File: config.mk
export PLATFORM = sky130hd
export DESIGN_NAME = frame_builder_flat
export DESIGN_NICKNAME = d
export VERILOG_FILES = /design/src/rtl/frame_builder_if.sv /design/src/rtl/frame_builder.sv /design/src/flat_wrapper.sv
export SDC_FILE = /design/constraint.sdc
export NUM_CORES = 1
export LEC_CHECK = 0
export CAP_MARGIN = 20
export CORE_UTILIZATION = 50
export DETAILED_ROUTE_END_ITERATION = 10
export PLACE_DENSITY = 0.89
export SETUP_SLACK_MARGIN = 0.3
export SYNTH_ARGS = -nofsm -noshare
export SYNTH_HDL_FRONTEND = slang
export SYNTH_SLANG_ARGS = --single-unit
File: constraint.sdc
create_clock -name i_clock -period 6.4 [get_ports i_clock]
set_input_delay 1.28 -clock i_clock [delete_from_list [all_inputs] [get_ports i_clock]]
set_output_delay 1.28 -clock i_clock [all_outputs]
set_load 0.02 [all_outputs]
File: src/rtl/frame_builder_if.sv
// Block-stream bundle between the frame builder, its upstream data generator
// and the downstream PCS path.
interface frame_builder_if #(
    parameter int DATA_BLOCK_LEN  = 64,
    parameter int SYNC_LEN        = 2,
    parameter int FRAME_CNT_WIDTH = 16
);
    logic [DATA_BLOCK_LEN-1:0]          i_data_block;
    logic                               o_data_req;
    logic [SYNC_LEN+DATA_BLOCK_LEN-1:0] o_block;
    logic                               o_valid;
    logic [FRAME_CNT_WIDTH-1:0]         o_frame_cnt;

    modport master (
        input  i_data_block,
        output o_data_req,
        output o_block,
        output o_valid,
        output o_frame_cnt
    );

    modport slave (
        output i_data_block,
        input  o_data_req,
        input  o_block,
        input  o_valid,
        input  o_frame_cnt
    );
endinterface

File: src/rtl/frame_builder.sv
// Emits a continuous 64b/66b test stream of repeating frames:
// idles, START, N data blocks from the generator, TERM.
module frame_builder #(
    parameter int DATA_BLOCK_LEN  = 64,
    parameter int SYNC_LEN        = 2,
    parameter int LEN_WIDTH       = 16,
    parameter int FRAME_CNT_WIDTH = 16
) (
    input  logic                 i_clock,
    input  logic                 i_reset,
    input  logic                 i_enable,
    input  logic [LEN_WIDTH-1:0] i_data_len,
    input  logic [LEN_WIDTH-1:0] i_idle_len,
    frame_builder_if.master      bus
);
    localparam int BLOCK_W = SYNC_LEN + DATA_BLOCK_LEN;

    localparam logic [SYNC_LEN-1:0]       SYNC_CTRL     = 2'b10;
    localparam logic [SYNC_LEN-1:0]       SYNC_DATA     = 2'b01;
    localparam logic [DATA_BLOCK_LEN-1:0] PAYLOAD_IDLE  = 64'h1E00_0000_0000_0000;
    localparam logic [DATA_BLOCK_LEN-1:0] PAYLOAD_START = 64'h7855_5555_5555_55D5;
    localparam logic [DATA_BLOCK_LEN-1:0] PAYLOAD_TERM  = 64'h8700_0000_0000_0000;
    localparam logic [BLOCK_W-1:0]        BLOCK_IDLE    = {SYNC_CTRL, PAYLOAD_IDLE};
    localparam logic [BLOCK_W-1:0]        BLOCK_START   = {SYNC_CTRL, PAYLOAD_START};
    localparam logic [BLOCK_W-1:0]        BLOCK_TERM    = {SYNC_CTRL, PAYLOAD_TERM};

    typedef enum logic [1:0] {
        S_IDLE,
        S_START,
        S_DATA,
        S_TERM
    } state_t;

    state_t                     r_state;
    state_t                     w_state_next;
    logic [LEN_WIDTH-1:0]       r_cnt;
    logic [LEN_WIDTH-1:0]       w_cnt_next;
    logic [LEN_WIDTH-1:0]       r_idle_len_q;
    logic [LEN_WIDTH-1:0]       w_idle_len_next;
    logic [LEN_WIDTH-1:0]       r_data_len_q;
    logic [LEN_WIDTH-1:0]       w_data_len_next;
    logic [LEN_WIDTH:0]         w_cnt_inc;
    logic [BLOCK_W-1:0]         r_block;
    logic [BLOCK_W-1:0]         w_block_next;
    logic                       r_valid;
    logic [FRAME_CNT_WIDTH-1:0] r_frame_cnt;
    logic [FRAME_CNT_WIDTH-1:0] w_frame_cnt_next;

    // One bit wider so a counter at all-ones still compares correctly.
    assign w_cnt_inc = {1'b0, r_cnt} + {{LEN_WIDTH{1'b0}}, 1'b1};

    always_comb begin
        w_state_next     = r_state;
        w_cnt_next       = r_cnt;
        w_idle_len_next  = r_idle_len_q;
        w_data_len_next  = r_data_len_q;
        w_frame_cnt_next = r_frame_cnt;
        w_block_next     = BLOCK_IDLE;
        case (r_state)
            S_IDLE: begin
                w_block_next = BLOCK_IDLE;
                w_cnt_next   = w_cnt_inc[LEN_WIDTH-1:0];
                if (w_cnt_inc >= {1'b0, r_idle_len_q}) begin
                    w_state_next = S_START;
                end
            end
            S_START: begin
                w_block_next    = BLOCK_START;
                w_data_len_next = i_data_len;
                w_cnt_next      = '0;
                w_state_next    = (i_data_len == '0) ? S_TERM : S_DATA;
            end
            S_DATA: begin
                w_block_next = {SYNC_DATA, bus.i_data_block};
                w_cnt_next   = w_cnt_inc[LEN_WIDTH-1:0];
                if (r_cnt == r_data_len_q - LEN_WIDTH'(1)) begin
                    w_state_next = S_TERM;
                end
            end
            S_TERM: begin
                w_block_next     = BLOCK_TERM;
                w_idle_len_next  = i_idle_len;
                w_cnt_next       = '0;
                w_frame_cnt_next = r_frame_cnt + FRAME_CNT_WIDTH'(1);
                w_state_next     = (i_idle_len == '0) ? S_START : S_IDLE;
            end
            default: begin
                w_state_next = S_IDLE;
            end
        endcase
    end

    // Reset samples the idle length so the first gap honours it immediately.
    always_ff @(posedge i_clock) begin
        if (!i_reset) begin
            r_state      <= S_IDLE;
            r_cnt        <= '0;
            r_idle_len_q <= i_idle_len;
            r_data_len_q <= '0;
            r_block      <= BLOCK_IDLE;
            r_valid      <= 1'b0;
            r_frame_cnt  <= '0;
        end else if (i_enable) begin
            r_state      <= w_state_next;
            r_cnt        <= w_cnt_next;
            r_idle_len_q <= w_idle_len_next;
            r_data_len_q <= w_data_len_next;
            r_block      <= w_block_next;
            r_valid      <= 1'b1;
            r_frame_cnt  <= w_frame_cnt_next;
        end else begin
            r_valid      <= 1'b0;
        end
    end

    // The generator advances on the same edge that samples its current word.
    assign bus.o_data_req  = i_reset & i_enable & (r_state == S_DATA);
    assign bus.o_block     = r_block;
    assign bus.o_valid     = r_valid;
    assign bus.o_frame_cnt = r_frame_cnt;

endmodule

File: src/flat_wrapper.sv
// flat-port wrapper written by rule: the top's interface ports become plain ports
module frame_builder_flat 
#(
    parameter int DATA_BLOCK_LEN  = 64,
    parameter int SYNC_LEN        = 2,
    parameter int LEN_WIDTH       = 16,
    parameter int FRAME_CNT_WIDTH = 16
)
  (i_clock, i_reset, i_enable, i_data_len, i_idle_len, bus_i_data_block, bus_o_data_req, bus_o_block, bus_o_valid, bus_o_frame_cnt);
  frame_builder_if #(.DATA_BLOCK_LEN(DATA_BLOCK_LEN), .SYNC_LEN(SYNC_LEN), .FRAME_CNT_WIDTH(FRAME_CNT_WIDTH)) bus_i ();
  input  logic i_clock;
  input  logic i_reset;
  input  logic i_enable;
  input  logic [LEN_WIDTH-1:0] i_data_len;
  input  logic [LEN_WIDTH-1:0] i_idle_len;
  input wire logic [$bits(bus_i.i_data_block)-1:0] bus_i_data_block;
  output wire logic [$bits(bus_i.o_data_req)-1:0] bus_o_data_req;
  output wire logic [$bits(bus_i.o_block)-1:0] bus_o_block;
  output wire logic [$bits(bus_i.o_valid)-1:0] bus_o_valid;
  output wire logic [$bits(bus_i.o_frame_cnt)-1:0] bus_o_frame_cnt;
  assign bus_i.i_data_block = bus_i_data_block;
  assign bus_o_data_req = bus_i.o_data_req;
  assign bus_o_block = bus_i.o_block;
  assign bus_o_valid = bus_i.o_valid;
  assign bus_o_frame_cnt = bus_i.o_frame_cnt;
  frame_builder #(.DATA_BLOCK_LEN(DATA_BLOCK_LEN), .SYNC_LEN(SYNC_LEN), .LEN_WIDTH(LEN_WIDTH), .FRAME_CNT_WIDTH(FRAME_CNT_WIDTH)) u_core (.i_clock(i_clock), .i_reset(i_reset), .i_enable(i_enable), .i_data_len(i_data_len), .i_idle_len(i_idle_len), .bus(bus_i));
endmodule
## Yosys cells after proc, flatten, opt, wreduce, memory -nomap -nowiden

Index checks and enable logic that the tools add are counted.

| storage, ports and cells | value |
|---|---|
| register bits after elaboration | 133 |
| latch bits | 0 |
| bits in writable memories | 0 |
| bits in read-only memories | 0 |
| input bits | 99 |
| output and inout port bits | 84 |
| logic and storage cells | 41 |
| memories | 0 |

| cells by class | value |
|---|---|
| $add $sub $neg | 3 |
| multipliers | 0 |
| divide/modulo/power cells | 0 |
| $lt $le $gt $ge | 1 |
| equal/unequal tests | 8 |
| shift operators | 0 |
| mux-type cells | 11 |
| bitwise logic cells | 2 |
| reductions and logical operators | 9 |

Operators by type and width:

| operator | count |
|---|---|
| 66-bit one-hot mux with 4 select lines | 1 |
| 16-bit two-way mux | 3 |
| 16-bit logical NOT | 2 |
| 16-bit one-hot mux with 2 select lines | 1 |
| 16-bit by 1-bit adder with 17-bit output, second input constant | 1 |
| 17-bit by 16-bit greater-or-equal comparator with 1-bit output | 1 |
| 16-bit by 1-bit adder with 16-bit output, second input constant | 1 |
| 16-bit equality test | 1 |
| 16-bit by 1-bit subtractor with 16-bit output, second input constant | 1 |
| 2-bit by 1-bit != test with 1-bit output, second input constant | 4 |
| 2-bit one-hot mux with 4 select lines | 1 |
| 2-bit AND reduction | 3 |
| 2-bit equality test, second input constant | 2 |
| 2-bit two-way mux | 2 |
| 2-bit OR reduction | 2 |
| 1-bit two-way mux | 3 |
| 3-bit AND reduction | 1 |
| 1-bit bitwise AND | 2 |
| 2-bit by 1-bit equality test with 1-bit output, second input constant | 1 |
| 2-bit logical NOT | 1 |

## Logic depth before layout (Yosys ltp)

Gate-level depths: netlist of run 1.

| depth | value |
|---|---|
| depth in word-level cells | 4 |
| mapped depth | 14 |
| gate-level depth less buffers | 14 |

## Least setup slack after synthesis of run 1

Ideal clock, no wire load.

| timing path | value |
|---|---|
| kind | input to output |
| from | input i_enable |
| to | output bus_o_data_req |
| arrival time | 2.088 ns |
| required time | 5.120 ns |
| setup slack | 3.032 ns |
| stages | 3 |
| cells stage by stage | clkbuf_1 > and3_1 > clkbuf_1 |

| between the ends | value |
|---|---|
| cells in the longest elaborated chain, start to end | 2 |

RTL lines:

| element | line | text |
|---|---|---|
| from (decl) | flat_wrapper.sv:13 | `input logic i_enable;` |
| 1-bit bitwise AND (2 in a row) | frame_builder.sv:117 | `assign bus.o_data_req = i_reset & i_enable & (r_state == S_DATA);` |
| to (decl) | flat_wrapper.sv:17 | `output wire logic [$bits(bus_i.o_data_req)-1:0] bus_o_data_req;` |

Every way passes these cells.

## Worst setup path after layout of run 1

Same ends and word-level chain as after synthesis.

==> results.py, run 1 <==
metrics = {
    "status": {
        "status": "finished clean",
    },
    "timing": {
        "fmax_mhz": 234,
        "setup-violations-final": 0,
        "layout_min_cycle_time_ns": 4.27,
        "period_share": 0.667,
        "finalHoldViolations": 0,
        "rsz0062_at_grt": "no",
        "finClkSkew_ns": 0.00666,
        "slew_violations": 0,
        "relSlewSlack": 0.488,
        "tightest_slew_ns": 0.762,
        "setup_ws_ns": 2.13,
        "setup_tns_ns": 0,
    },
    "cts": {
        "cts_tree": "built",
        "cts-root-buf": "clkbuf_16",
        "clkTransAtPathRegs_ns": 0.05,
        "numCtsBuffers": 17,
        "cts.sinks": 133,
        "post-cts-setup-buffers": 0,
        "hold_buffers": 0,
        "htreeDepth": 4,
        "clk_latency_ns": 0.42,
        "cts_resized": 0,
        "clock_path_buffers": 2,
    },
    "finish": {
        "multi_input_area_mm2": 0.00305,
        "drive_gt1_frac": 0.0502,
        "layout_commonest_cell": "clkdlybuf4s50_1",
        "n_antenna_cell": 0,
        "regArea_mm2": 0.00282,
        "num-fill-cells": 841,
        "area_growth_pct": 39.7,
        "nNetsFinal": 968,
        "most-common-layout-cells": "clkdlybuf4s50_1, dfxtp_1, nand2_1, a21oi_1, o21ai_0",
    },
    "logic_synthesis": {
        "yosys.area.top_type": "dfxtp_1",
        "synth_edf_count": 16,
        "synth-seq-cells": 133,
        "postSynthAreaPerCell_um2": 9.01,
        "syn_inst": 680,
        "synthesis.nets": 803,
        "synth_cell_type_count": 55,
        "ys_warn_count": 0,
        "synthTopCellsByArea": "dfxtp_1, edfxtp_1, nand2_1",
        "yosysTopAreaCellShare": 0.382,
        "ys_seq_area_frac": 0.461,
        "async_flop_share": 0,
        "synth_flop_cell": "dfxtp_1",
        "synth_area_mm2": 0.00613,
    },
    "critical_path": {
        "critPathMaxStageDelay_ns": 0.67,
        "r2r_cells": 14,
        "cp.arrival_ns": 2.99,
        "reg2reg_to": "u_core.r_state[1]$_SDFFE_PN0P_",
        "crit_slowest_cell": "clkdlybuf4s50_1",
        "cp.depth": 4,
        "cp_max_fo": 29,
        "rr_startpoint": "u_core.r_cnt[0]$_SDFFE_PN0P_",
        "crit_top_cell": "clkdlybuf4s50_1",
        "path_delay_family": "buffers and inverters",
        "setup.worst_path.end": "bus_o_data_req",
        "worstSetupStartpointType": "input port",
        "critical_path_buf_inv_count": 3,
        "critPathKind": "in2out",
        "path_cells": "clkdlybuf4s50_1 > and3_1 > buf_4 > clkdlybuf4s50_1",
        "cp-end-kind": "output pin",
        "r2r_slack_ns": 2.19,
        "crit_start": "i_enable",
        "crit_required_ns": 5.12,
    },
    "floorplanning": {
        "pin_count": 183,
        "die_height_um": 113,
        "start_util": 0.512,
        "die_area_mm2": 0.0127,
        "die_width_um": 113,
        "coreArea_mm2": 0.0120,
        "num_rows": 40,
    },
    "pwr": {
        "total_power_mw": 1.93,
        "powerDensity_mw_per_mm2": 225,
        "ir_drop_mv": 0.194,
        "leakage_nw": 3.27,
    },
    "placed_design": {
        "place.gp.congestion": 0.813,
        "place_hpwl_um": 11400,
        "pre_cts_slack_ns": 2.15,
        "portBuffers": 182,
    },
    "routing": {
        "wl_um": 16400,
        "viasPerCell": 5.56,
        "routedWlPerCell_um": 16.3,
        "vias": 5575,
        "drtIter0Drc": 332,
        "drt_first_pass_iters": 5,
        "route.detailed.drc": 0,
        "ant_nets": 0,
    },
    "grt": {
        "grt_start_max_net_pins": 76,
        "grtUsageTotal": 0.270,
        "gr-total-overflow": 0,
        "antenna_found_initial": 0,
        "grt_pass1_vias": 5493,
        "grt_pass1_wl_um": 27000,
    },
    "hold_path": {
        "hp-class": "reg2reg",
    },
    "flow_run": {
        "max_cap_viol_count": 0,
    },
}
[final cells by class]
type                            instances  area share
Clock inverter                          3     0.00205
Clock buffer                           27      0.0613
Sequential cell                       133       0.330
Inverter                               23      0.0101
Multi-Input combinational cell        481       0.357
Tap cell                              147      0.0215
Timing Repair Buffer                  189       0.218
[through the flow]
stage	utilization	instances	instance area [µm²]	hold WS, ns
after floorplan	-	680	6130	0.447
after global placement	0.670	973	8020	0.434
after detailed placement	0.670	973	8020	0.442
after CTS	0.715	1003	8560	0.455
after global routing	0.715	1003	8560	0.479
final	0.715	1003	8560	0.453
[worst min path at each step]
stage	start	end	cells after the start
finish	u_core.bus.o_block[64]$_SDFFE_PN0P_	u_core.bus.o_block[64]$_SDFFE_PN0P_	1
global route	u_core.bus.o_block[64]$_SDFFE_PN0P_	u_core.bus.o_block[64]$_SDFFE_PN0P_	1
CTS	u_core.bus.o_block[64]$_SDFFE_PN0P_	u_core.bus.o_block[64]$_SDFFE_PN0P_	1
detailed placement	u_core.bus.o_block[64]$_SDFFE_PN0P_	u_core.bus.o_block[64]$_SDFFE_PN0P_	1
global placement	u_core.bus.o_block[64]$_SDFFE_PN0P_	u_core.bus.o_block[64]$_SDFFE_PN0P_	1
floorplan	u_core.r_data_len_q[15]$_SDFFE_PN0P_	u_core.r_data_len_q[15]$_SDFFE_PN0P_	2
[flip-flops by register name (all words and copies together), names as in the netlist]
signal	count
u_core.bus.o_block	66
u_core.bus.o_frame_cnt	16
u_core.r_cnt	16
u_core.r_data_len_q	16
u_core.r_idle_len_q	16
u_core.bus.o_valid	1
u_core.r_state	2
[synthesized netlist by cell type, types with 13 or more instances]
library cell / number
dfxtp_1: 117
nand2_1: 107
a21oi_1: 42
o21ai_0: 40
clkbuf_1: 39
a22o_1: 34
xnor2_1: 25
ha_1: 24
inv_1: 23
a21boi_1: 22
nor2_1: 20
edfxtp_1: 16
o21ai_1: 16
xor2_1: 14
and2_1: 13
[metal layers]
layer  part of all wire  wire length (µm)  track usage  vias up
li1                   -                 -            -     2738
met1               0.39              6470        0.306     2616
met2               0.50              8160        0.455      186
met3              0.077              1260       0.0929       35
met4              0.029               481        0.132        0
met5                  0                 0            0        -
[where the power goes]
group / switching [mW] / leakage, nW / internal, mW
clock: 0.338 / 0.264 / 0.554
combinational: 0.0717 / 1.90 / 0.0909
sequential: 0.00973 / 1.11 / 0.864
total: 0.419 / 3.27 / 1.51
[logic make-up (layout without fill, tap and decap cells)]
kind of cell | Yosys count | after routing | synth area share
buf+inv | 66 | 242 | 0.0417
compound gates | 184 | 184 | 0.196
mux | 4 | 4 | 0.00654
xor+xnor | 39 | 39 | 0.0558
simple gates | 230 | 230 | 0.190
flops | 133 | 133 | 0.461
fa+ha+maj | 24 | 24 | 0.0490
Note: power is estimated with default switching activity, not from simulation.
==> run 2: changes to the inputs <==
--- a/config.mk
+++ b/config.mk
@@ -6,9 +6,9 @@
 export NUM_CORES = 1
 export LEC_CHECK = 0
 export CAP_MARGIN = 20
-export CORE_UTILIZATION = 50
+export CORE_UTILIZATION = 43
 export DETAILED_ROUTE_END_ITERATION = 10
-export PLACE_DENSITY = 0.89
+export PLACE_DENSITY = 0.82
 export SETUP_SLACK_MARGIN = 0.3
 export SYNTH_ARGS = -nofsm -noshare
 export SYNTH_HDL_FRONTEND = slang
==> constraint.sdc (replaced) <==
create_clock -name i_clock -period 3.8 [get_ports i_clock]
set_input_delay 0.76 -clock i_clock [delete_from_list [all_inputs] [get_ports i_clock]]
set_output_delay 0.76 -clock i_clock [all_outputs]
set_load 0.02 [all_outputs]
==> results.py, run 2 (synthesized netlist as in run 1, its figures left out) <==
metrics = {
    "status": {
        "status": "finished clean",
    },
    "critical_path": {
        "cp_max_fo": 5,
        "worstSetupStartpointType": "flop",
        "crit_required_ns": 4.09,
        "critPathMaxStageDelay_ns": 0.40,
        "path_delay_family": "compound AO/OA/AOI/OAI gates",
        "crit_slowest_cell": "dfxtp_1",
        "path_cells": "ha_1 > nand3_1 > nor3_2 > and4_1 > nand2_1 > xnor2_2 > ha_1 > a21oi_1 > o21ai_1 > a2111oi_2 > a21oi_1 > o21ai_2 > or3_1 > o2111ai_1",
        "cp-end-kind": "flop",
        "critical_path_buf_inv_count": 0,
        "critPathKind": "reg2reg",
        "cp.arrival_ns": 3.57,
    },
    "timing": {
        "setup_ws_ns": 0.524,
        "setup_tns_ns": 0,
        "finalHoldViolations": 0,
        "slew_violations": 0,
        "finClkSkew_ns": 0.00477,
        "period_share": 0.862,
        "layout_min_cycle_time_ns": 3.28,
        "tightest_slew_ns": 0.692,
        "relSlewSlack": 0.539,
        "fmax_mhz": 305,
        "setup-violations-final": 0,
        "rsz0062_at_grt": "no",
    },
    "cts": {
        "numCtsBuffers": 17,
        "cts_tree": "built",
        "cts-root-buf": "clkbuf_16",
        "hold_buffers": 0,
        "cts.sinks": 133,
        "clk_latency_ns": 0.42,
        "clkTransAtPathRegs_ns": 0.06,
        "htreeDepth": 4,
        "clock_path_buffers": 2,
    },
    "grt": {
        "grt_pass1_vias": 5416,
        "grt_start_max_net_pins": 57,
        "grtUsageTotal": 0.235,
        "gr-total-overflow": 0,
        "antenna_found_initial": 1,
        "grt_pass1_wl_um": 26700,
    },
    "floorplanning": {
        "die_area_mm2": 0.0147,
        "pin_count": 183,
        "start_util": 0.441,
        "die_height_um": 121,
        "coreArea_mm2": 0.0139,
        "die_width_um": 121,
        "num_rows": 43,
    },
    "finish": {
        "nNetsFinal": 971,
        "most-common-layout-cells": "clkdlybuf4s50_1, dfxtp_1, nand2_1, a21oi_1, o21ai_0",
        "area_growth_pct": 41.5,
        "layout_commonest_cell": "clkdlybuf4s50_1",
        "largest_reg_flops": 66,
        "num-fill-cells": 1137,
        "n_antenna_cell": 0,
        "drive_gt1_frac": 0.0651,
    },
    "routing": {
        "routedWlPerCell_um": 16.0,
        "vias": 5557,
        "viasPerCell": 5.34,
        "drt_first_pass_iters": 6,
        "route.detailed.drc": 0,
        "drtIter0Drc": 250,
        "ant_nets": 0,
        "wl_um": 16600,
    },
    "pwr": {
        "combPwrFrac": 0.084,
        "ir_drop_mv": 0.294,
        "power_frac_seq": 0.442,
        "p_sw_frac": 0.221,
        "leakage_nw": 3.31,
        "clkPwrFrac": 0.474,
        "switchingPower_mw": 0.736,
        "intPower_mw": 2.59,
        "powerDensity_mw_per_mm2": 384,
    },
    "flow_run": {
        "max_cap_viol_count": 0,
    },
    "placed_design": {
        "portBuffers": 182,
        "place_hpwl_um": 11700,
        "place.gp.congestion": 0.800,
        "pre_cts_slack_ns": 0.302,
    },
    "hold_path": {
        "hp-class": "reg2reg",
    },
}
-- run 2: path summary, 6_finish.rpt --
path | slack, ns | cells past startpoint | startpoint | end
worst max-delay path | 0.52 | 14 | u_core.r_cnt[1]$_SDFFE_PN0P_ | u_core.r_state[1]$_SDFFE_PN0P_
worst min-delay path | 0.45 | 2 | u_core.bus.o_block[63]$_SDFFE_PN0P_ | u_core.bus.o_block[63]$_SDFFE_PN0P_
worst max register to register | 0.52 | 14 | u_core.r_cnt[1]$_SDFFE_PN0P_ | u_core.r_state[1]$_SDFFE_PN0P_
worst min register to register | 0.45 | 2 | u_core.bus.o_block[63]$_SDFFE_PN0P_ | u_core.bus.o_block[63]$_SDFFE_PN0P_
-- run 2: stage by stage --
stage,std cells,area (µm²),power (mW),hold slack [ns],util
3_5_place_dp,1009,8080,1.77,0.438,0.582
6_report,1040,8670,3.33,0.452,0.625
3_3_place_gp,1009,8080,1.77,0.433,0.582
5_1_grt,1040,8670,3.44,0.478,0.625
2_1_floorplan,680,6130,1.60,0.447,-
4_1_cts,1040,8650,3.36,0.458,0.623
-- run 2: worst reg2reg max path, cell delays in order (launching register included) --
cell and delay [ns]:
dfxtp_1 0.40, ha_1 0.21, nand3_1 0.16, nor3_2 0.28, and4_1 0.25, nand2_1 0.11, xnor2_2 0.18, ha_1 0.33
a21oi_1 0.13, o21ai_1 0.11, a2111oi_2 0.35, a21oi_1 0.14, o21ai_2 0.24, or3_1 0.15, o2111ai_1 0.10
-- run 2: what timing repair did --
item	CTS	global route
setup endpoints to repair	1	2
setup buffers	0	0
resized for setup	1	6
-- run 2: power by group through the flow --
stage	Combinational, mW	Sequential, mW	Clock, mW
final	0.279	1.47	1.58
after global placement	0.272	1.50	0
after global routing	0.301	1.47	1.66
after CTS	0.279	1.47	1.61
after detailed placement	0.274	1.50	0
after floorplan	0.0796	1.52	0
-- run 2: layer usage --
| layer | GRT usage | vias to the layer above | share of wire | routed length (µm) |
|---|---|---|---|---|
| met5 | 0 | - | 0.00078 | 13 |
| met3 | 0.0780 | 37 | 0.067 | 1110 |
| met2 | 0.400 | 156 | 0.50 | 8370 |
| met4 | 0.0980 | 2 | 0.024 | 401 |
| met1 | 0.267 | 2616 | 0.40 | 6700 |
| li1 | - | 2746 | - | - |
-- run 2: area by class of cell --
class	count	area, µm²	share of cell area
multi-input combinational	481	3080	0.355
sequential	133	2820	0.326
timing repair buffer	192	1890	0.218
clock buffer	23	499	0.0576
tap	180	225	0.0260
inverter	23	86.3	0.00996
clock inverter	8	71.3	0.00823
